--- src/rtl/dff_wr_arbiter_if.sv ---
// Write-port bundle between NUM_REQ register writers and the shared-register arbiter.
//   req_valid/req_lock/req_data : per-requester write request, lock intent and data
//   req_ready                   : one-hot grant back to the requesters (combinational)
//   q/q_owner/upd               : shared register, last accepted writer, update pulse
//   locked/lock_timeout         : lock state and forced-release pulse
// master = requester side, slave = arbiter side.
interface dff_wr_arbiter_if #(
  parameter int unsigned NUM_REQ    = 4,
  parameter int unsigned DATA_WIDTH = 32
);
  localparam int unsigned IDX_W = $clog2(NUM_REQ);

  logic [NUM_REQ-1:0]            req_valid;
  logic [NUM_REQ-1:0]            req_lock;
  logic [NUM_REQ*DATA_WIDTH-1:0] req_data;
  logic [NUM_REQ-1:0]            req_ready;
  logic [DATA_WIDTH-1:0]         q;
  logic [IDX_W-1:0]              q_owner;
  logic                          upd;
  logic                          locked;
  logic                          lock_timeout;

  modport master (
    output req_valid, req_lock, req_data,
    input  req_ready, q, q_owner, upd, locked, lock_timeout
  );

  modport slave (
    input  req_valid, req_lock, req_data,
    output req_ready, q, q_owner, upd, locked, lock_timeout
  );
endinterface

--- src/rtl/dff_wr_arbiter.sv ---
// Round-robin arbiter sharing one DATA_WIDTH register among NUM_REQ writers,
// with an optional bounded bus lock for burst ownership.
//   clock : rising-edge clock
//   reset : synchronous, active-high
//   bus   : dff_wr_arbiter_if.slave (requests in; grant, register and status out)
module dff_wr_arbiter #(
  parameter int unsigned           NUM_REQ     = 4,
  parameter int unsigned           DATA_WIDTH  = 32,
  parameter logic [DATA_WIDTH-1:0] RESET_VALUE = '0,
  parameter int unsigned           LOCK_MAX    = 16
) (
  input logic             clock,
  input logic             reset,
  dff_wr_arbiter_if.slave bus
);

  localparam int unsigned      IDX_W    = $clog2(NUM_REQ);
  localparam int unsigned      CNT_W    = $clog2(LOCK_MAX + 1);
  localparam logic [IDX_W-1:0] LAST_IDX = IDX_W'(NUM_REQ - 1);
  localparam logic [CNT_W-1:0] CNT_LAST = CNT_W'(LOCK_MAX - 1);

  typedef enum logic {IDLE, LOCKED} state_t;

  state_t                state, state_nx;
  logic [IDX_W-1:0]      ptr, ptr_nx;
  logic [CNT_W-1:0]      lock_cnt, lock_cnt_nx;
  logic [DATA_WIDTH-1:0] q_nx;
  logic [IDX_W-1:0]      owner_nx;
  logic                  upd_nx;
  logic                  timeout_nx;
  logic [IDX_W-1:0]      gnt_idx;
  logic [IDX_W-1:0]      cand;
  logic                  gnt_any;
  logic                  gnt_lock;

  function automatic logic [IDX_W-1:0] next_idx(input logic [IDX_W-1:0] i);
    return (i == LAST_IDX) ? '0 : i + IDX_W'(1);
  endfunction

  // Grant selection. While locked the owner is q_owner: only the owner can be
  // accepted in LOCKED, so the last accepted writer is always the lock owner.
  always_comb begin
    gnt_idx = '0;
    gnt_any = 1'b0;
    cand    = '0;
    if (state == LOCKED) begin
      gnt_idx = bus.q_owner;
      gnt_any = bus.req_valid[bus.q_owner];
    end else begin
      for (int unsigned i = 0; i < NUM_REQ; i++) begin
        cand = IDX_W'((32'(ptr) + i) % NUM_REQ);
        if (!gnt_any && bus.req_valid[cand]) begin
          gnt_idx = cand;
          gnt_any = 1'b1;
        end
      end
    end
    if (reset) gnt_any = 1'b0;
  end

  assign gnt_lock = bus.req_lock[gnt_idx];

  // One-hot ready toward the requesters
  always_comb begin
    bus.req_ready = '0;
    if (gnt_any) bus.req_ready[gnt_idx] = 1'b1;
  end

  // Next-state and registered-output logic
  always_comb begin
    state_nx    = state;
    ptr_nx      = ptr;
    lock_cnt_nx = lock_cnt;
    q_nx        = bus.q;
    owner_nx    = bus.q_owner;
    upd_nx      = 1'b0;
    timeout_nx  = 1'b0;

    if (gnt_any) begin
      q_nx     = bus.req_data[32'(gnt_idx) * DATA_WIDTH +: DATA_WIDTH];
      owner_nx = gnt_idx;
      upd_nx   = 1'b1;
    end

    case (state)
      IDLE: begin
        if (gnt_any) begin
          if (gnt_lock) begin
            state_nx    = LOCKED;
            lock_cnt_nx = '0;
          end else begin
            ptr_nx = next_idx(gnt_idx);
          end
        end
      end
      LOCKED: begin
        lock_cnt_nx = lock_cnt + CNT_W'(1);
        // A normal release wins over a coinciding timeout
        if (gnt_any && !gnt_lock) begin
          state_nx    = IDLE;
          ptr_nx      = next_idx(bus.q_owner);
          lock_cnt_nx = '0;
        end else if (lock_cnt == CNT_LAST) begin
          state_nx    = IDLE;
          ptr_nx      = next_idx(bus.q_owner);
          lock_cnt_nx = '0;
          timeout_nx  = 1'b1;
        end
      end
      default: state_nx = IDLE;
    endcase
  end

  // State and output registers
  always_ff @(posedge clock) begin
    if (reset) begin
      state            <= IDLE;
      ptr              <= '0;
      lock_cnt         <= '0;
      bus.q            <= RESET_VALUE;
      bus.q_owner      <= '0;
      bus.upd          <= 1'b0;
      bus.lock_timeout <= 1'b0;
    end else begin
      state            <= state_nx;
      ptr              <= ptr_nx;
      lock_cnt         <= lock_cnt_nx;
      bus.q            <= q_nx;
      bus.q_owner      <= owner_nx;
      bus.upd          <= upd_nx;
      bus.lock_timeout <= timeout_nx;
    end
  end

  assign bus.locked = (state == LOCKED);

endmodule
--- src/flat_wrapper.sv ---
// flat-port wrapper written by rule: the top's interface ports become plain ports
module dff_wr_arbiter_flat 
#(
  parameter int unsigned           NUM_REQ     = 4,
  parameter int unsigned           DATA_WIDTH  = 32,
  parameter logic [DATA_WIDTH-1:0] RESET_VALUE = '0,
  parameter int unsigned           LOCK_MAX    = 16
)
  (clock, reset, bus_req_valid, bus_req_lock, bus_req_data, bus_req_ready, bus_q, bus_q_owner, bus_upd, bus_locked, bus_lock_timeout);
  dff_wr_arbiter_if #(.NUM_REQ(NUM_REQ), .DATA_WIDTH(DATA_WIDTH)) bus_i ();
  input logic clock;
  input logic reset;
  input wire logic [$bits(bus_i.req_valid)-1:0] bus_req_valid;
  input wire logic [$bits(bus_i.req_lock)-1:0] bus_req_lock;
  input wire logic [$bits(bus_i.req_data)-1:0] bus_req_data;
  output wire logic [$bits(bus_i.req_ready)-1:0] bus_req_ready;
  output wire logic [$bits(bus_i.q)-1:0] bus_q;
  output wire logic [$bits(bus_i.q_owner)-1:0] bus_q_owner;
  output wire logic [$bits(bus_i.upd)-1:0] bus_upd;
  output wire logic [$bits(bus_i.locked)-1:0] bus_locked;
  output wire logic [$bits(bus_i.lock_timeout)-1:0] bus_lock_timeout;
  assign bus_i.req_valid = bus_req_valid;
  assign bus_i.req_lock = bus_req_lock;
  assign bus_i.req_data = bus_req_data;
  assign bus_req_ready = bus_i.req_ready;
  assign bus_q = bus_i.q;
  assign bus_q_owner = bus_i.q_owner;
  assign bus_upd = bus_i.upd;
  assign bus_locked = bus_i.locked;
  assign bus_lock_timeout = bus_i.lock_timeout;
  dff_wr_arbiter #(.NUM_REQ(NUM_REQ), .DATA_WIDTH(DATA_WIDTH), .RESET_VALUE(RESET_VALUE), .LOCK_MAX(LOCK_MAX)) u_core (.clock(clock), .reset(reset), .bus(bus_i));
endmodule
--- config.mk ---
export PLATFORM = sky130hd
export DESIGN_NAME = dff_wr_arbiter_flat
export DESIGN_NICKNAME = d
export VERILOG_FILES = /design/src/rtl/dff_wr_arbiter_if.sv /design/src/rtl/dff_wr_arbiter.sv /design/src/flat_wrapper.sv
export SDC_FILE = /design/constraint.sdc
export NUM_CORES = 1
export LEC_CHECK = 0
export CAP_MARGIN = 20
export CELL_PAD_IN_SITES_DETAIL_PLACEMENT = 1
export CELL_PAD_IN_SITES_GLOBAL_PLACEMENT = 1
export CORE_MARGIN = 1
export CORE_UTILIZATION = 42
export CTS_BUF_LIST = sky130_fd_sc_hd__clkbuf_8
export CTS_CLUSTER_SIZE = 10
export DETAILED_ROUTE_END_ITERATION = 6
export DONT_BUFFER_PORTS = 1
export PLACE_DENSITY_LB_ADDON = 0.05
export SETUP_SLACK_MARGIN = 0.05
export SLEW_MARGIN = 20
export SYNTH_ARGS = -nofsm -noshare
export SYNTH_HDL_FRONTEND = slang
export SYNTH_SLANG_ARGS = --single-unit
--- constraint.sdc ---
create_clock -name clock -period 3.49 [get_ports clock]
set_input_delay 0.698 -clock clock [delete_from_list [all_inputs] [get_ports clock]]
set_output_delay 0.698 -clock clock [all_outputs]
set_load 0.05 [all_outputs]
==> run summary, run 1 <==
The run gives 2.29 ns as the data arrival time at the worst-slack endpoint. The total overflow left after global routing is 0. Adding up every negative setup slack in the final design gives 0 ns. Across the run, the number of max-cap violations was 0. The number of H-tree levels is 2, and the actual transition at the worst max-transition pin is 0.5661 ns. By area the synthesized netlist is led by sky130_fd_sc_hd__dfxtp_1, sky130_fd_sc_hd__mux4_2, sky130_fd_sc_hd__nand2_1.

The xor and xnor fraction of the mapped netlist area was 0.3201%; the detailed-route via count was 2187. The basic-gate share of the synthesized area counting and, or, nand and nor cells is 17.06%, and the initial standard-cell utilization of the core is 43.34%. sky130_fd_sc_hd__nand2_1 is the most common cell in the netlist.

The number of nets with antenna violations after routing was 0. The critical-path maximum fanout was 18. For the number of nets produced by synthesis, the log shows 427. The run gives 2868 sq um as the cell area after placement. Summed over all instances, the cell type with the most area after synthesis is sky130_fd_sc_hd__dfxtp_1.

Of the total synthesized cell area, the portion taken by full adders, half adders and majority gates is 2.286%. The area inside the core boundary is 6314 sq um, and the number of setup buffers added after CTS is 0. TritonCTS built the clock tree. The tools report the total detailed-routing wirelength as 7.357 mm.

After synthesis, the largest family of logic cells by area is multiplexers. Input and output buffers added on the ports amount to 0. The initial antenna violation count is 0, and the number of synthesized flops with an enable pin is 0. After the first detailed-routing iteration, the DRC count stood at 59. The register area share after synthesis was 32.19%; the number of buffers inserted for hold repair after clock tree synthesis was 0.

The final layout contains 424 nets. Final antenna diode count: 0. The clock passes through at most 2 buffers.

The post-synthesis area per instance is 9.635 sq um, and the post-layout instance area is 2989 sq um. For this run, the total global-route usage over all layers was measured as 20.00%. The static leakage is 0.001134 uW. The flow ran to the end, and the final reports show no timing, DRC or antenna violations. Yosys printed 0 warnings.

STA classifies the critical path endpoint as an output pin. Data on the critical path is required at its endpoint by 2.79 ns. After detailed routing, the number of remaining DRC violations is 0. The number of failing setup endpoints in the final timing report was 0.

The worst relative slew slack was 61.97%. The global placement routability congestion was 0.8792; the utilization after layout was 47.34%. The area growth from synthesis to layout is 9.237%.

Setup repair after global routing left no endpoint under its margin. The clock reaches the later pin of the worst-skew pair after 0.30 ns. The tools report the type of element launching the critical path as a register. By startpoint and endpoint, the worst setup path is classified as reg -> out. The proportion of synthesized area in mux cells was 27.16%. The number of gates resized after CTS was 0. Summing the areas of all compound-gate instances in the mapped netlist gives 15.32% of the synthesized area. The vertical extent of the die works out to 82.72 um.

Summed over all nets, the half-perimeter wirelength after detailed placement is 5.579 mm. The smallest clock period supported by the final layout is computed as 2.989 ns. The most used flip-flop cell after synthesis was sky130_fd_sc_hd__dfxtp_1. The delay of the slowest critical-path stage is 0.38 ns. The signal on the critical path passes through buf_4 -> inv_2 -> o211a_1 -> a221oi_4 -> inv_1 -> ha_1 -> and2_1 -> buf_12. Timing would allow up to 334.5 MHz. The die covers 6842 sq um. The portion of synthesized cell area occupied by the leading cell type came out at 32.19%. The largest individual stage delay along the critical path comes from the cell sky130_fd_sc_hd__a221oi_4. The worst-case IR drop observed on VDD is 0.5470 mV. The share of synthesized registers carrying an async set or reset is 0%. The class of the most critical hold timing path was in -> reg. The total of flip-flops plus latches after synthesis is 44. Hold violation count in the final report: 0. After synthesis, the netlist uses 44 different library cells. In the synthesized netlist, the number of instances is 284. The portion of the clock cycle consumed by the worst path in the final layout is 85.65%, and the global-route wire length before repair is 10.26 mm. Entering global routing, the biggest net connects 37 pins.

In the routed layout, each cell is associated on average with a via count of 6.092. TritonCTS created 5 clock buffers. Sorting the synthesized cells by how often they occur yields sky130_fd_sc_hd__nand2_1, sky130_fd_sc_hd__dfxtp_1, sky130_fd_sc_hd__o21ai_1, sky130_fd_sc_hd__mux4_2, sky130_fd_sc_hd__clkbuf_1. The netlist area before placement was 2736 sq um; the per-cell routed wire length was 20.49 um. Number of global-route vias before repair: 2073.

The pre-antenna-repair detailed-routing pass consisted of 6 iterations. For this design the ratio of total power to cell area is 943.5 nW/um^2. The tools report the final count of pins violating max slew as 0.

The number of placement rows was 29; the fraction of layout instances using a drive strength above 1 was 21.99%. The number of clock sinks seen by CTS was 44; the worst clock skew on the final layout was 0.01263 ns. The x dimension of the die was 82.72 um; the top-level I/O count was 179. Root buffer selected by CTS: sky130_fd_sc_hd__clkbuf_8. After clock tree synthesis, the clock-pin slew on the worst setup and hold paths is 0.08 ns. Across all hold checks on the routed design, the worst slack comes to 0.5059 ns.
## worst paths after layout
kind,startpoint,endpoint,slack [ns],depth (start not counted)
max reg2reg,u_core.bus.locked$_SDFF_PP0_,u_core.lock_cnt[2]$_SDFFE_PP0P_,0.73,9
min,reset,u_core.ptr[1]$_SDFFE_PP0P_,0.51,1
max,u_core.bus.locked$_SDFF_PP0_,bus_req_ready[1],0.50,8
min reg2reg,u_core.lock_cnt[4]$_SDFFE_PP0P_,u_core.bus.lock_timeout$_SDFF_PP0_,0.51,1
## report_power, final
| part | internal, uW | switching (uW) |
|---|---|---|
| clock network | 234 | 186 |
| registers | 670 | 615 |
| logic | 527 | 588 |
| total | 1430 | 1390 |
## through the flow
stage,cells,total power (uW),setup WS [ns]
after detailed placement,351,2436,0.6142
after global routing,359,3002,0.3122
after global placement,351,2416,0.6508
after CTS,359,2858,0.4418
after floorplan,284,2191,0.2866
final,359,2820,0.5008
## area by class of cell
cell class | count | area, sq um
Fill cell | 713 | 3324
Multi-Input combinational cell | 206 | 1718
Sequential cell | 44 | 880.8
Timing Repair Buffer | 12 | 127.6
Tap cell | 77 | 96.34
Clock buffer | 6 | 82.58
Inverter | 12 | 45.04
Clock inverter | 2 | 38.79
## critical path: cells and delay by family, from the launching register on
kind,cells,cell delay (ns)
flops,1,0.34
buf+inv,4,0.74
fa+ha+maj,1,0.20
simple gates,1,0.16
compound gates,2,0.56
## metal layers
layer | GRT usage, % | routed length, um | vias to the layer above
met5 | 0 | 0 | -
li1 | - | - | 1035
met2 | 33.28 | 3627 | 96
met1 | 24.48 | 2997 | 1048
met4 | 6.552 | 89 | 0
met3 | 6.154 | 642 | 8
## cell usage in the layout, fill, tap and decap left out, drive strengths merged, types with 2 or more instances in the layout
cell type,n
mux4,33
o21ai,36
buf,12
nor4,3
and2,5
dfxtp,44
nand3,3
nor2b,4
and3,5
nor2,8
a21oi,3
inv,12
nor3,6
a221o,4
a211o,2
a22o,2
o22ai,2
o41ai,2
a211oi,2
nand2,68
clkbuf,6
ha,5
a2111oi,2
## logic make-up (layout without fill, tap and decap cells)
family,after synthesis,after routing
xor+xnor,1,1
flops,44,44
compound gates,62,62
simple gates,105,105
buf+inv,34,32
fa+ha+maj,5,5
mux,33,33
## registers in the layout, indices dropped and copies added (netlist names)
signal / cells
u_core.lock_cnt: 5
u_core.bus.lock_timeout: 1
u_core.bus.q_owner: 2
u_core.ptr: 2
u_core.bus.locked: 1
u_core.bus.upd: 1
u_core.bus.q: 32
No activity file was read; power rests on OpenSTA's default activity.
==> inputs of run 2 (changes only) <==
- SKIP_LAST_GASP: unset -> 1
==> results of run 2 <==
Final layout, timing and power as in run 1 (identical DEF).
==> inputs of run 3 (changes only) <==
- CAP_MARGIN: 20 -> 40
==> results of run 3 <==
Final layout, timing and power as in run 1 (identical DEF).
